### config.mk
export PLATFORM = sky130hd
export DESIGN_NAME = axi_lite_master
export DESIGN_NICKNAME = d
export VERILOG_FILES = /design/src/rtl/axi_lite_pkg.sv /design/src/rtl/axi_lite_watchdog.sv /design/src/rtl/axi_lite_master.sv
export SDC_FILE = /design/constraint.sdc
export NUM_CORES = 1
export LEC_CHECK = 0
export BUFFER_PORTS_ARGS = -buffer_cell sky130_fd_sc_hd__buf_2
export CORE_MARGIN = 5
export CORE_UTILIZATION = 34
export DETAILED_ROUTE_END_ITERATION = 16
export PLACE_DENSITY = 0.69
export SLEW_MARGIN = 30
export SYNTH_ARGS = -nofsm -noshare
export SYNTH_HDL_FRONTEND = slang
export SYNTH_SLANG_ARGS = --single-unit
### constraint.sdc
create_clock -name M_AXI_ACLK -period 3.3 [get_ports M_AXI_ACLK]
set_input_delay 0.33 -clock M_AXI_ACLK [delete_from_list [all_inputs] [get_ports M_AXI_ACLK]]
set_output_delay 0.33 -clock M_AXI_ACLK [all_outputs]
set_load 0.02 [all_outputs]
### src/rtl/axi_lite_pkg.sv
// ---------------------------------------------------------------------------
// axi_lite_pkg
//   Shared definitions for the AXI4-Lite master: response codes and the
//   master FSM state encoding.
// ---------------------------------------------------------------------------
package axi_lite_pkg;

    localparam logic [1:0] RESP_OKAY   = 2'b00;
    localparam logic [1:0] RESP_EXOKAY = 2'b01;
    localparam logic [1:0] RESP_SLVERR = 2'b10;
    localparam logic [1:0] RESP_DECERR = 2'b11;

    localparam logic [2:0] PROT_DEFAULT = 3'b000;

    typedef enum logic [2:0] {
        IDLE = 3'd0,   // waiting for a command
        WR   = 3'd1,   // AW and W channels in flight
        WR_B = 3'd2,   // waiting for the write response
        RD_A = 3'd3,   // AR channel in flight
        RD_D = 3'd4,   // waiting for read data
        RSP  = 3'd5    // presenting the response to the requester
    } state_t;

endpackage

### src/rtl/axi_lite_watchdog.sv
// ---------------------------------------------------------------------------
// axi_lite_watchdog
//   Cycle counter that flags a transaction as expired once it has been busy
//   for TIMEOUT_CYCLES cycles. TIMEOUT_CYCLES = 0 disables it entirely.
//
// Ports
//   clk      in   clock, rising edge
//   rst_n    in   synchronous active-low reset
//   clear    in   reload the counter with 0
//   enable   in   count this cycle (transaction in progress)
//   expired  out  enable is high and the counter has reached TIMEOUT_CYCLES-1
// ---------------------------------------------------------------------------
module axi_lite_watchdog #(
    parameter int TIMEOUT_CYCLES = 1024
) (
    input  logic clk,
    input  logic rst_n,
    input  logic clear,
    input  logic enable,
    output logic expired
);

    generate
        if (TIMEOUT_CYCLES == 0) begin : g_disabled
            assign expired = 1'b0;

            logic unused_inputs;
            assign unused_inputs = clk ^ rst_n ^ clear ^ enable;
        end else begin : g_enabled
            localparam int            CW   = (TIMEOUT_CYCLES > 1) ? $clog2(TIMEOUT_CYCLES) : 1;
            localparam logic [CW-1:0] LAST = CW'(TIMEOUT_CYCLES - 1);

            logic [CW-1:0] count;

            // Saturates at LAST so that a phase handshake honoured in the
            // expiry cycle still leads to an abort in the following phase.
            // NOTE: state registers are updated with non-blocking assignments so
            // every always_ff reads the pre-edge value of every other register.
            always_ff @(posedge clk) begin
                if (!rst_n) begin
                    count <= '0;
                end else if (clear) begin
                    count <= '0;
                end else if (enable && (count != LAST)) begin
                    count <= count + CW'(1);
                end
            end

            assign expired = enable && (count == LAST);
        end
    endgenerate

endmodule

### src/rtl/axi_lite_master.sv
// ---------------------------------------------------------------------------
// axi_lite_master
//   Single-outstanding AXI4-Lite master. Converts a command/response
//   interface into AXI4-Lite write and read transactions, with a watchdog
//   that aborts transactions the slave never completes.
//
// Ports
//   M_AXI_ACLK, M_AXI_ARESETN   clock / synchronous active-low reset
//   cmd_valid/cmd_ready         command handshake
//   cmd_write, cmd_addr,
//   cmd_wdata, cmd_wstrb        command payload (1 = write)
//   rsp_valid/rsp_ready         response handshake (held until consumed)
//   rsp_rdata, rsp_resp,
//   rsp_timeout                 response payload (rdata 0 for writes/timeouts)
//   bus_hung                    sticky timeout flag, cleared only by reset
//   M_AXI_AW*/W*/B*/AR*/R*      AXI4-Lite master channels
// ---------------------------------------------------------------------------
module axi_lite_master
    import axi_lite_pkg::*;
#(
    parameter int C_M_AXI_ADDR_WIDTH = 32,
    parameter int C_M_AXI_DATA_WIDTH = 32,
    parameter int TIMEOUT_CYCLES     = 1024
) (
    input  logic                            M_AXI_ACLK,
    input  logic                            M_AXI_ARESETN,

    input  logic                            cmd_valid,
    output logic                            cmd_ready,
    input  logic                            cmd_write,
    input  logic [C_M_AXI_ADDR_WIDTH-1:0]   cmd_addr,
    input  logic [C_M_AXI_DATA_WIDTH-1:0]   cmd_wdata,
    input  logic [C_M_AXI_DATA_WIDTH/8-1:0] cmd_wstrb,

    output logic                            rsp_valid,
    input  logic                            rsp_ready,
    output logic [C_M_AXI_DATA_WIDTH-1:0]   rsp_rdata,
    output logic [1:0]                      rsp_resp,
    output logic                            rsp_timeout,
    output logic                            bus_hung,

    output logic [C_M_AXI_ADDR_WIDTH-1:0]   M_AXI_AWADDR,
    output logic [2:0]                      M_AXI_AWPROT,
    output logic                            M_AXI_AWVALID,
    input  logic                            M_AXI_AWREADY,

    output logic [C_M_AXI_DATA_WIDTH-1:0]   M_AXI_WDATA,
    output logic [C_M_AXI_DATA_WIDTH/8-1:0] M_AXI_WSTRB,
    output logic                            M_AXI_WVALID,
    input  logic                            M_AXI_WREADY,

    input  logic [1:0]                      M_AXI_BRESP,
    input  logic                            M_AXI_BVALID,
    output logic                            M_AXI_BREADY,

    output logic [C_M_AXI_ADDR_WIDTH-1:0]   M_AXI_ARADDR,
    output logic [2:0]                      M_AXI_ARPROT,
    output logic                            M_AXI_ARVALID,
    input  logic                            M_AXI_ARREADY,

    input  logic [C_M_AXI_DATA_WIDTH-1:0]   M_AXI_RDATA,
    input  logic [1:0]                      M_AXI_RRESP,
    input  logic                            M_AXI_RVALID,
    output logic                            M_AXI_RREADY
);

    state_t state;

    logic wd_clear;
    logic wd_enable;
    logic wd_expired;

    assign M_AXI_AWPROT = PROT_DEFAULT;
    assign M_AXI_ARPROT = PROT_DEFAULT;

    assign wd_clear  = (state == IDLE);
    assign wd_enable = (state == WR) || (state == WR_B) || (state == RD_A) || (state == RD_D);

    axi_lite_watchdog #(
        .TIMEOUT_CYCLES (TIMEOUT_CYCLES)
    ) u_watchdog (
        .clk     (M_AXI_ACLK),
        .rst_n   (M_AXI_ARESETN),
        .clear   (wd_clear),
        .enable  (wd_enable),
        .expired (wd_expired)
    );

    // A channel is still open after this edge if it is valid and not accepted.
    logic aw_open;
    logic w_open;
    logic completing;
    logic abort;

    assign aw_open = M_AXI_AWVALID && !M_AXI_AWREADY;
    assign w_open  = M_AXI_WVALID  && !M_AXI_WREADY;

    // The current phase finishes this cycle; this wins over an expiring watchdog.
    assign completing = ((state == WR)   && !aw_open && !w_open) ||
                        ((state == WR_B) && M_AXI_BVALID)        ||
                        ((state == RD_A) && M_AXI_ARREADY)       ||
                        ((state == RD_D) && M_AXI_RVALID);

    assign abort = wd_expired && !completing;

    always_ff @(posedge M_AXI_ACLK) begin
        if (!M_AXI_ARESETN) begin
            state         <= IDLE;
            cmd_ready     <= 1'b1;
            rsp_valid     <= 1'b0;
            rsp_rdata     <= '0;
            rsp_resp      <= RESP_OKAY;
            rsp_timeout   <= 1'b0;
            bus_hung      <= 1'b0;
            M_AXI_AWADDR  <= '0;
            M_AXI_AWVALID <= 1'b0;
            M_AXI_WDATA   <= '0;
            M_AXI_WSTRB   <= '0;
            M_AXI_WVALID  <= 1'b0;
            M_AXI_BREADY  <= 1'b0;
            M_AXI_ARADDR  <= '0;
            M_AXI_ARVALID <= 1'b0;
            M_AXI_RREADY  <= 1'b0;
        end else if (abort) begin
            // Watchdog abort: withdraw from every channel and report SLVERR.
            M_AXI_AWVALID <= 1'b0;
            M_AXI_WVALID  <= 1'b0;
            M_AXI_BREADY  <= 1'b0;
            M_AXI_ARVALID <= 1'b0;
            M_AXI_RREADY  <= 1'b0;
            rsp_valid     <= 1'b1;
            rsp_rdata     <= '0;
            rsp_resp      <= RESP_SLVERR;
            rsp_timeout   <= 1'b1;
            bus_hung      <= 1'b1;
            state         <= RSP;
        end else begin
            case (state)
                IDLE: begin
                    if (cmd_valid && cmd_ready) begin
                        cmd_ready <= 1'b0;
                        if (cmd_write) begin
                            M_AXI_AWADDR  <= cmd_addr;
                            M_AXI_WDATA   <= cmd_wdata;
                            M_AXI_WSTRB   <= cmd_wstrb;
                            M_AXI_AWVALID <= 1'b1;
                            M_AXI_WVALID  <= 1'b1;
                            state         <= WR;
                        end else begin
                            M_AXI_ARADDR  <= cmd_addr;
                            M_AXI_ARVALID <= 1'b1;
                            state         <= RD_A;
                        end
                    end
                end

                WR: begin
                    if (M_AXI_AWREADY) begin
                        M_AXI_AWVALID <= 1'b0;
                    end
                    if (M_AXI_WREADY) begin
                        M_AXI_WVALID <= 1'b0;
                    end
                    if (!aw_open && !w_open) begin
                        M_AXI_BREADY <= 1'b1;
                        state        <= WR_B;
                    end
                end

                WR_B: begin
                    if (M_AXI_BVALID) begin
                        M_AXI_BREADY <= 1'b0;
                        rsp_valid    <= 1'b1;
                        rsp_rdata    <= '0;
                        rsp_resp     <= M_AXI_BRESP;
                        rsp_timeout  <= 1'b0;
                        state        <= RSP;
                    end
                end

                RD_A: begin
                    if (M_AXI_ARREADY) begin
                        M_AXI_ARVALID <= 1'b0;
                        M_AXI_RREADY  <= 1'b1;
                        state         <= RD_D;
                    end
                end

                RD_D: begin
                    if (M_AXI_RVALID) begin
                        M_AXI_RREADY <= 1'b0;
                        rsp_valid    <= 1'b1;
                        rsp_rdata    <= M_AXI_RDATA;
                        rsp_resp     <= M_AXI_RRESP;
                        rsp_timeout  <= 1'b0;
                        state        <= RSP;
                    end
                end

                RSP: begin
                    if (rsp_ready) begin
                        rsp_valid <= 1'b0;
                        cmd_ready <= 1'b1;
                        state     <= IDLE;
                    end
                end

                default: begin
                    state <= IDLE;
                end
            endcase
        end
    end

endmodule

==> impl_summary.md, run 1 <==
Clock network
The H-tree generated during clock tree synthesis spans 4 levels. The source-to-sink clock delay at the later pin of the worst-skew pair is 0.42 ns. The clock net in this run drives a total of 156 sinks. Buffers added to address setup during post-CTS repair amount to 0.

The cell sitting at the root of the clock tree is a sky130_fd_sc_hd__clkbuf_16. The clock transition at the registers of the reported paths is 0.06 ns. The clock buffer count from CTS is 17. TritonCTS built the clock tree. The number of gates resized after CTS is 0.

No sink is reached through more buffers than the 2 on the longest clock path. The post-cts hold buffer count is 0.

Layout
Counting the fill cells in the layout gives 1769. The library cell used most frequently in the layout, excluding fill and tap cells, is sky130_fd_sc_hd__buf_2. The top cell types in the final layout, fill and taps aside, are 256 x sky130_fd_sc_hd__buf_2, 212 x sky130_fd_sc_hd__nand2_1, 156 x sky130_fd_sc_hd__dfxtp_1, 152 x sky130_fd_sc_hd__a21oi_1, 42 x sky130_fd_sc_hd__nand3_1.

For this run, the post-layout net count is 1090. In the final layout, the share of cells above drive strength 1 is 0.316. The area overhead of the layout relative to synthesis is 33.7%. The non-filler instance count after layout is 1214. Summing all multi-input logic gate instances after layout gives 2590 um2. The total area of sequential cells is 3120 um2.

STA
Setup repair after global routing left no endpoint under its margin. Of the available clock period, the critical path in the final layout requires 0.666. The max-slew violation count is 0. The maximum achievable frequency is 455 MHz. The worst relative slew slack is 0.524. The worst-case clock skew is 0.00909 ns. The actual transition at the worst max-transition pin is 0.712 ns.

The time the final worst path needs with I/O delays and setup is 2.20 ns. The total negative slack is 0 ns. The final count of negative-setup-slack endpoints is 0. The number of endpoints with negative hold slack in the final report is 0.

Setup path
Along the worst path, the maximum fanout reaches 33. On the worst path, the slowest cell contributes a delay of 0.82 ns. The endpoint kind of the worst setup timing path is a register. Traced cell by cell, the critical path runs through or3_1 -> or3_2 -> nand2_1 -> a21oi_1. At the worst endpoint, the required time is 3.56 ns.

Counting both buffers and inverters, the worst setup path holds a total of 0. The critical-path cell with the highest stage delay is sky130_fd_sc_hd__or3_2. The kind of cell adding the most delay to the critical path is simple AND/OR/NAND/NOR gates. STA classifies the critical path startpoint as a register. The critical path start-end classification is reg2reg.

For the worst setup path, the data arrival time is 2.46 ns.

Floorplanning
The floorplan step set the die height to 143 um. The initial core utilization is 0.346. In this run the count of I/O pins placed on the die edge is 263.

The die covers 20300 um2. The core area is 17200 um2. The horizontal die dimension is 143 um. The number of placement rows is 48.

Synth
The average instance in the mapped netlist occupies 8.05 um2. In the synthesized netlist the dominant register cell turns out to be sky130_fd_sc_hd__dfxtp_1. The post-synthesis register bit count is 156. The number of synthesized flops with an enable pin is 0. The post-synthesis cell area is 5970 um2. The distinct cell type count of the synthesized netlist is 43. The instance count of the mapped netlist is 742. Of all flip-flops after synthesis, the portion carrying an async set or reset was 0.

The share of synthesized area occupied by flip-flops and latches is 0.523. The number of warnings reported in the yosys synthesis log is 0.

Placed design
The count of buffers from port buffering is 256. The placer's final routability congestion estimate is 0.811. The placed wire-length estimate after detailed placement is 12400 um.

Including well taps, the total number of placed cells is 1181.

Power
IR analysis of the VDD net gives a maximum drop of 0.456 mV. The leakage dissipation is 3.41 nW. The cell area power density is 633 nW/um2.

Route
The routed layout has 5817 vias. After detailed routing, the average wire length per cell comes to 14.4 um. The number of nets with antenna violations after detailed routing is 0.

For this run, design rule violations remaining after detail routing come to 0. The final wirelength is 17500 um. The first-pass iteration count of the detailed router is 4. The number of DRC markers after the initial detailed-route iteration is 297.

The via density per instance is 4.79.

GRT
For this run the aggregate overflow at the end of global routing stands at 0. The first-pass GRT wire length is 27000 um. Entering global routing, the biggest net connects 68 pins.

The via count of the first global-routing pass came to 5392. The initial antenna violation count was 1. The global router's overall resource usage is 0.164.

Outcome
The flow ran to the end, and the final reports show no timing, DRC or antenna violations.

Flow run
Across the run, the number of max-cap violations was 0.

Hold path
The worst min-delay path category is in2reg.
-- area by class of cell --
class / instances / area share
flip-flops and latches: 156 / 0.391
diodes: 1 / 0.000313
repair buffers: 269 / 0.176
clock buffers: 17 / 0.0533
inverters: 5 / 0.00251
multi-input cells: 526 / 0.324
clock inverters: 15 / 0.0171
well taps: 225 / 0.0353
-- flip-flops by register name (all words and copies together) (netlist names), 2 cells and up --
name and cells:
M_AXI_ARADDR 32, M_AXI_AWADDR 32, M_AXI_WDATA 32, M_AXI_WSTRB 4, rsp_rdata 32, rsp_resp 2
state 3, u_watchdog.g_enabled.count 10
-- cell usage after synthesis, drive strengths merged (5+ instances only) --
master | number | area (um2)
nand3 | 42 | 210
a21oi | 153 | 766
or4 | 5 | 37.5
dfxtp | 156 | 3120
o21ai | 6 | 30.0
nand2 | 212 | 796
inv | 5 | 18.8
clkbuf | 37 | 139
or3 | 5 | 31.3
nor2 | 9 | 33.8
nand2b | 39 | 244
buf | 23 | 148
-- worst paths after layout --
check                    start                to  slack, ns  cells after the start
setup / recovery      state[1]  M_AXI_ARADDR[10]       1.10                      4
hold / removal    M_AXI_WREADY      M_AXI_WVALID       0.11                      2
setup reg to reg      state[1]  M_AXI_ARADDR[10]       1.10                      4
hold reg to reg       bus_hung          bus_hung       0.45                      2
-- stage by stage --
step	power (mW)	setup slack [ns]	instance area [um2]	utilization	hold slack, ns
after global placement	3.22	0.934	7410	0.430	0.432
after CTS	5.13	0.825	7980	0.463	0.0834
after floorplan	2.87	1.57	5990	-	0.425
final	5.05	1.10	7980	0.463	0.107
after global routing	5.32	0.912	7980	0.463	0.104
after detailed placement	3.24	0.832	7420	0.430	0.439
-- routing by layer --
metal,part of all wire,vias to the layer above,track usage
li1,-,2948,-
met1,0.41,2668,0.194
met2,0.49,176,0.275
met3,0.082,25,0.0531
met4,0.021,0,0.0645
met5,0,-,0
-- cells by family after synthesis --
family / synth area share
buf+inv: 0.0511
compound gates: 0.164
flops: 0.523
simple gates: 0.248
fa+ha+maj: 0.00210
other cells: 0.000628
mux: 0.0105
-- power breakdown --
| group | switching, mW | internal, mW |
|---|---|---|
| Sequential | 0.0873 | 2.03 |
| Clock | 0.816 | 1.05 |
| Combinational | 0.701 | 0.372 |
| Total | 1.60 | 3.45 |
(Power assumes the default switching activity.)
==> run 2, diff against run 1 <==
clock period = 2.3 ns   (was 3.3 ns; I/O delays follow)
==> impl_summary.md, run 2 (synthesis results as in run 1) <==
STA
The number of endpoints with negative hold slack in the final report is 0 (unchanged). The total negative slack came to 0 ns (unchanged). The worst-case clock skew is 0.00993 ns (was 0.00909 ns). The worst hold slack is 0.0464 ns (was 0.107 ns). The maximum achievable frequency was 502 MHz (was 455 MHz).

The worst relative slew slack is 0.662 (was 0.524). RSZ-0062 raised after global routing: false (unchanged). The fraction of the cycle the final worst path needs is 0.865 (was 0.666). The final count of negative-setup-slack endpoints is 0 (unchanged). The max-slew violation count was 0 (unchanged). The actual transition at the worst max-transition pin was 0.508 ns (was 0.712 ns). The time the final worst path needs with I/O delays and setup is 1.99 ns (was 2.20 ns).

Clock network
The clock transition at the registers of the reported paths is 0.07 ns (was 0.06 ns). The setup fix buffers added after clock tree synthesis was 0 (unchanged). The clock buffer count from CTS is 17 (unchanged). The deepest clock path buffer count is 2 (unchanged). The source-to-sink clock delay at the later pin of the worst-skew pair is 0.42 ns (about the same). The clock tree from TritonCTS is yes (unchanged). The clock root buffer is sky130_fd_sc_hd__clkbuf_16 (unchanged). The number of sinks handled by clock tree synthesis is 156 (unchanged). The H-tree level count came to 4 (unchanged).

Outcome
Result of the run: finished, final reports clean (unchanged).

Route
The highest metal layer with signal wires is met4 (unchanged). The number of DRC violations after detailed routing came to 0 (unchanged). The via total after detailed routing was 5765 (was 5817).

The number of nets with antenna violations after detailed routing is 0 (unchanged). The final wirelength is 17500 um (about the same). The met3 wirelength from detailed routing is 1360 um (was 1440 um). The length of routed met2 wiring was 8590 um (was 8540 um). The number of DRC markers after the initial detailed-route iteration is 331 (was 297).

The routed length per instance is 14.4 um (about the same). The first-pass iteration count of the detailed router is 4 (unchanged). The via density per instance was 4.73 (was 4.79).

The post-route met1 wirelength is 7360 um (was 7140 um).

Setup path
Worst path cell trace: or3_1 -> or3_1 -> buf_4 -> nand2_1 -> a21oi_1 (was or3_1 -> or3_2 -> nand2_1 -> a21oi_1). The total buffers and inverters traversed by the critical path is 1 (was 0). The kind of cell adding the most delay to the critical path is simple AND/OR/NAND/NOR gates (unchanged). The critical-path cell with the highest stage delay is sky130_fd_sc_hd__or3_1 (was sky130_fd_sc_hd__or3_2). The most numerous cell type found on the critical path is sky130_fd_sc_hd__or3_1. The setup slack on the worst flop-to-flop path is 0.31 ns (was 1.10 ns). The peak per-stage delay on the critical path is 0.52 ns (was 0.82 ns). The worst path arrival time is 2.26 ns (was 2.46 ns).

The critical path start-end classification is reg2reg (unchanged). The endpoint kind of the worst setup timing path is a register (unchanged). The launching element type of the critical path is a register (unchanged). The endpoint required time on the critical path is 2.57 ns (was 3.56 ns). The worst-path maximum fanout is 32 (was 33).

Floorplanning
The die area came to 20300 um2 (unchanged). The floorplan die height came to 143 um (unchanged). The core area is 17200 um2 (unchanged). The number of placement rows is 48 (unchanged).

The horizontal die dimension is 143 um (unchanged). The number of ports placed on the die boundary is 263 (unchanged). The initial core utilization is 0.346 (unchanged).

GRT
The sum of overflow across all layers after global routing is 0 (unchanged). The first-pass GRT wire length was 27500 um (was 27000 um). The global router's overall resource usage was 0.166 (was 0.164). The largest net degree at the start of global routing came to 105 (was 68).

The initial antenna violation count is 1 (unchanged). The via count of the first global-routing pass is 5358 (was 5392).

Layout
The count of nets after finishing was 1096 (was 1090). The most common cell after layout, fill and taps aside is sky130_fd_sc_hd__buf_2 (unchanged). The area overhead of the layout relative to synthesis is 35.7% (was 33.7%). The final instance area is 8100 um2 (was 7980 um2).

Commonest non-fill, non-tap cells in the layout: 256 x sky130_fd_sc_hd__buf_2, 212 x sky130_fd_sc_hd__nand2_1, 156 x sky130_fd_sc_hd__dfxtp_1, 152 x sky130_fd_sc_hd__a21oi_1, 42 x sky130_fd_sc_hd__nand3_1 (unchanged). The final-layout fill cell count is 1733 (was 1769). The proportion of layout cells with a drive suffix above 1 is 0.315 (was 0.316).

The non-filler instance count after layout is 1220 (was 1214).

Power
The leakage dissipation is 3.46 nW (was 3.41 nW). The highest ir drop seen on vdd was 0.553 mV (was 0.456 mV). The cell area power density is 905 nW/um2 (was 633 nW/um2). The total power of the final layout was 7.33 mW (was 5.05 mW).

Placed design
The placed cell count is 1185 (was 1181). The placer's final routability congestion estimate was 0.810 (was 0.811). The count of buffers from port buffering is 256 (unchanged). The area of placed instances was 7510 um2 (was 7420 um2). The placed wire-length estimate after detailed placement came to 12300 um (was 12400 um).

Flow run
The number of max-capacitance violations reported was 0 (unchanged).

Hold path
The worst min-delay path category is in2reg (unchanged).
[run 2: changes by cell type in the layout (fill, tap and decap cells not counted), sizes merged]
| cell | before | now |
|---|---|---|
| inv | 10 | 7 |
| buf | 269 | 273 |
| clkinvlp | 4 | 3 |
| dlygate4sd3 | 0 | 2 |
| clkbuf | 17 | 21 |
[run 2: layer usage]
metal / global-route usage / up-vias
met5: 0 / -
met4: 0.0540 / 0
met3: 0.0595 / 10
met2: 0.272 / 163
met1: 0.203 / 2636
li1: - / 2956
[run 2: timing repair]
action                    4_1_cts  5_1_grt
resized for setup               0        0
hold buffers                    2        0
hold endpoints to repair        2        0
[run 2: path summary, 6_finish.rpt]
path | startpoint | endpoint | cells past startpoint
worst max register to register | state[2] | M_AXI_ARADDR[20] | 5
worst min register to register | M_AXI_ARADDR[6] | M_AXI_ARADDR[6] | 2
worst min-delay path | cmd_wdata[28] | M_AXI_WDATA[28] | 3
worst max-delay path | state[2] | M_AXI_ARADDR[20] | 5
[run 2: layout make-up]
type,count,area [um2],share of cell area
antenna,1,2.50,0.000309
clock buffer,21,460,0.0568
clock inverter,11,110,0.0136
inverter,5,20.0,0.00247
multi-input combinational,526,2590,0.319
sequential,156,3120,0.386
tap,225,282,0.0348
timing repair buffer,275,1520,0.187
[run 2: worst min-delay path, cell delays in order]
cell and delay, ns:
sky130_fd_sc_hd__buf_2 0.10, sky130_fd_sc_hd__nand2_1 0.04, sky130_fd_sc_hd__a21oi_1 0.05
[run 2: power by group]
group / internal, mW / switching [mW] / leakage (nW)
Sequential: 2.91 / 0.137 / 1.26
Clock: 1.56 / 1.14 / 0.271
Combinational: 0.580 / 1.00 / 1.93
[run 2: metrics by stage]
step / utilization / setup slack, ns
6_report: 0.470 / 0.310
5_1_grt: 0.470 / 0.188
2_1_floorplan: - / 0.570
4_1_cts: 0.470 / 0.319
3_3_place_gp: 0.436 / 0.357
3_5_place_dp: 0.436 / 0.343
==> run 3, diff against run 2 <==
CORE_MARGIN = unset   (was 5)
==> impl_summary.md, run 3 (synthesis results as in run 1) <==
Power
The power dissipated by switching net loads came to 2.35 mW (was 2.28 mW). The internal power is 4.88 mW (was 5.05 mW). The share of power burned in combinational logic is 0.213 (was 0.216). The cell area power density was 901 nW/um2 (was 905 nW/um2). The switching share of power came to 0.325 (was 0.311). The power share of the clock group is 0.366 (was 0.368). The sequential fraction of design power came to 0.421 (was 0.416). The highest ir drop seen on vdd was 0.530 mV (was 0.553 mV). The leakage dissipation was 3.43 nW (was 3.46 nW).

Layout
The total area of sequential cells is 3120 um2 (unchanged). The final antenna diode count is 0 (was 1). The most common cell after layout, fill and taps aside is sky130_fd_sc_hd__buf_2 (unchanged).

The count of nets after finishing is 1095 (was 1096). The proportion of layout cells with a drive suffix above 1 was 0.316 (was 0.315). The area occupied by multi-input gates was 2590 um2 (unchanged). The utilization after layout was 0.466 (was 0.470).

Commonest non-fill, non-tap cells in the layout: 256 x sky130_fd_sc_hd__buf_2, 212 x sky130_fd_sc_hd__nand2_1, 156 x sky130_fd_sc_hd__dfxtp_1, 152 x sky130_fd_sc_hd__a21oi_1, 42 x sky130_fd_sc_hd__nand3_1 (unchanged). The final-layout fill cell count is 1735 (was 1733). The final instance area came to 8030 um2 (was 8100 um2).

The area overhead of the layout relative to synthesis came to 34.5% (was 35.7%).

GRT
The via count of the first global-routing pass is 5284 (was 5358). The first-pass GRT wire length is 25400 um (was 27500 um). The initial antenna violation count is 0 (was 1). The sum of overflow across all layers after global routing is 0 (unchanged). The global router's overall resource usage was 0.176 (was 0.166). The largest net degree at the start of global routing was 79 (was 105).

Setup path
The total buffers and inverters traversed by the critical path is 1 (unchanged). The setup slack on the worst flop-to-flop path was 0.32 ns (was 0.31 ns). The kind of cell adding the most delay to the critical path is simple AND/OR/NAND/NOR gates (unchanged). The critical register-to-register path endpoint is M_AXI_ARADDR[30] (was M_AXI_ARADDR[20]).

The critical path start-end classification is reg2reg (unchanged). The number of cells on the worst reg-to-reg path is 5 (unchanged). The peak per-stage delay on the critical path is 0.52 ns (about the same). The endpoint kind of the worst setup timing path is a register (unchanged).

The launching point of the worst reg2reg path is state[2] (unchanged). Worst path cell trace: or3_1 -> or3_1 -> buf_4 -> nand2_1 -> a21oi_1 (unchanged). The critical-path cell with the highest stage delay is sky130_fd_sc_hd__or3_1 (unchanged). The most prevalent standard cell on the critical path is sky130_fd_sc_hd__or3_1 (unchanged).

The launching element type of the critical path is a register (unchanged). The worst path arrival time is 2.25 ns (was 2.26 ns). The endpoint required time on the critical path is 2.56 ns (was 2.57 ns). The worst-path maximum fanout is 32 (unchanged).

Clock network
The deepest clock path buffer count is 2 (unchanged). The clock buffer count from CTS is 17 (unchanged). The clock tree from TritonCTS is yes (unchanged). The number of sinks handled by clock tree synthesis is 156 (unchanged). The clock transition at the registers of the reported paths came to 0.07 ns (about the same).

The H-tree level count was 4 (unchanged). The post-cts hold buffer count was 2 (unchanged). The number of gates resized after CTS is 0 (unchanged). The source-to-sink clock delay at the later pin of the worst-skew pair is 0.41 ns (was 0.42 ns). The clock root buffer was sky130_fd_sc_hd__clkbuf_16 (unchanged).

The setup fix buffers added after clock tree synthesis came to 0 (unchanged).

Route
The routed length per instance came to 13.4 um (was 14.4 um). The via density per instance is 4.74 (was 4.73). The number of nets with antenna violations after detailed routing is 0 (unchanged). The number of DRC markers after the initial detailed-route iteration is 269 (was 331). The via total after detailed routing was 5775 (was 5765). The final wirelength is 16300 um (was 17500 um). The first-pass iteration count of the detailed router came to 4 (unchanged). The number of DRC violations after detailed routing is 0 (unchanged).

Hold path
The worst min-delay path category was in2reg (unchanged). The hold-critical path endpoint is M_AXI_WDATA[25] (was M_AXI_WDATA[28]). The startpoint of the most critical hold path is cmd_wdata[25] (was cmd_wdata[28]). The worst hold path depth was 3 (unchanged).

Flow run
The number of max-capacitance violations reported is 0 (unchanged).

STA
The time the final worst path needs with I/O delays and setup is 1.98 ns (was 1.99 ns). The max-slew violation count is 0 (unchanged). The worst-case clock skew is 0.00954 ns (was 0.00993 ns).

RSZ-0062 raised after global routing: false (unchanged). The final count of negative-setup-slack endpoints is 0 (unchanged). The worst relative slew slack was 0.445 (was 0.662).

The total negative slack is 0 ns (unchanged). The actual transition at the worst max-transition pin came to 0.833 ns (was 0.508 ns). The fraction of the cycle the final worst path needs is 0.861 (was 0.865). The maximum achievable frequency was 505 MHz (was 502 MHz). The number of endpoints with negative hold slack in the final report is 0 (unchanged).

Placed design
The area of placed instances is 7450 um2 (was 7510 um2). The count of buffers from port buffering is 256 (unchanged). The placed wire-length estimate after detailed placement is 11100 um (was 12300 um). The placer's final routability congestion estimate was 0.785 (was 0.810).

Outcome
Result of the run: finished, final reports clean (unchanged).

Floorplanning
The die area is 18100 um2 (was 20300 um2). The floorplan die height is 135 um (was 143 um). The core area is 17200 um2 (unchanged). The number of ports placed on the die boundary is 263 (unchanged). The number of placement rows was 48 (unchanged). The horizontal die dimension is 135 um (was 143 um). The initial core utilization was 0.346 (unchanged).
-- run 3: worst max-delay path by stage --
| stage | from | to | slack (ns) | cells after the start |
|---|---|---|---|---|
| 6_report | state[2] | M_AXI_ARADDR[30] | 0.32 | 5 |
| 5_1_grt | state[2] | rsp_rdata[25] | 0.22 | 5 |
| 4_1_cts | state[2] | M_AXI_ARADDR[30] | 0.33 | 5 |
| 3_5_place_dp | state[2] | M_AXI_ARADDR[30] | 0.34 | 5 |
| 3_3_place_gp | state[2] | M_AXI_ARADDR[0] | 0.37 | 5 |
| 2_1_floorplan | state[0] | u_watchdog.g_enabled.count[8] | 0.57 | 7 |
-- run 3: worst reg2reg max path, cell delays in order, from the launching register on --
cell,delay (ns)
sky130_fd_sc_hd__dfxtp_1,0.42
sky130_fd_sc_hd__or3_1,0.52
sky130_fd_sc_hd__or3_1,0.42
sky130_fd_sc_hd__buf_4,0.26
sky130_fd_sc_hd__nand2_1,0.14
sky130_fd_sc_hd__a21oi_1,0.07
-- run 3: cell type report --
| cell class | count | area share |
|---|---|---|
| sequential | 156 | 0.389 |
| multi-input combinational | 526 | 0.322 |
| timing repair buffer | 274 | 0.182 |
| clock buffer | 17 | 0.0530 |
| tap | 225 | 0.0351 |
| clock inverter | 15 | 0.0168 |
| inverter | 5 | 0.00249 |
-- run 3: per-stage QoR --
stage,setup WS (ns),hold WS [ns],power (mW),std cells
after CTS,0.326,0.0267,7.33,1218
after floorplan,0.570,0.325,4.12,747
after global routing,0.223,0.0320,7.59,1218
after detailed placement,0.336,0.426,4.65,1184
after global placement,0.365,0.423,4.63,1184
final,0.319,0.0491,7.23,1218
-- run 3: per-layer routing --
layer | GRT usage | up-vias | routed length (um)
met2 | 0.294 | 182 | 7860
met5 | 0 | - | 0
met1 | 0.208 | 2621 | 7030
met4 | 0.0674 | 0 | 251
li1 | - | 2956 | -
met3 | 0.0601 | 16 | 1140
-- run 3: power groups by stage --
stage	clock (mW)	sequential [mW]	combinational, mW
6_report	2.65	3.04	1.54
5_1_grt	2.82	3.07	1.69
4_1_cts	2.73	3.04	1.56
3_5_place_dp	0	3.10	1.55
3_3_place_gp	0	3.10	1.54
2_1_floorplan	0	3.30	0.817
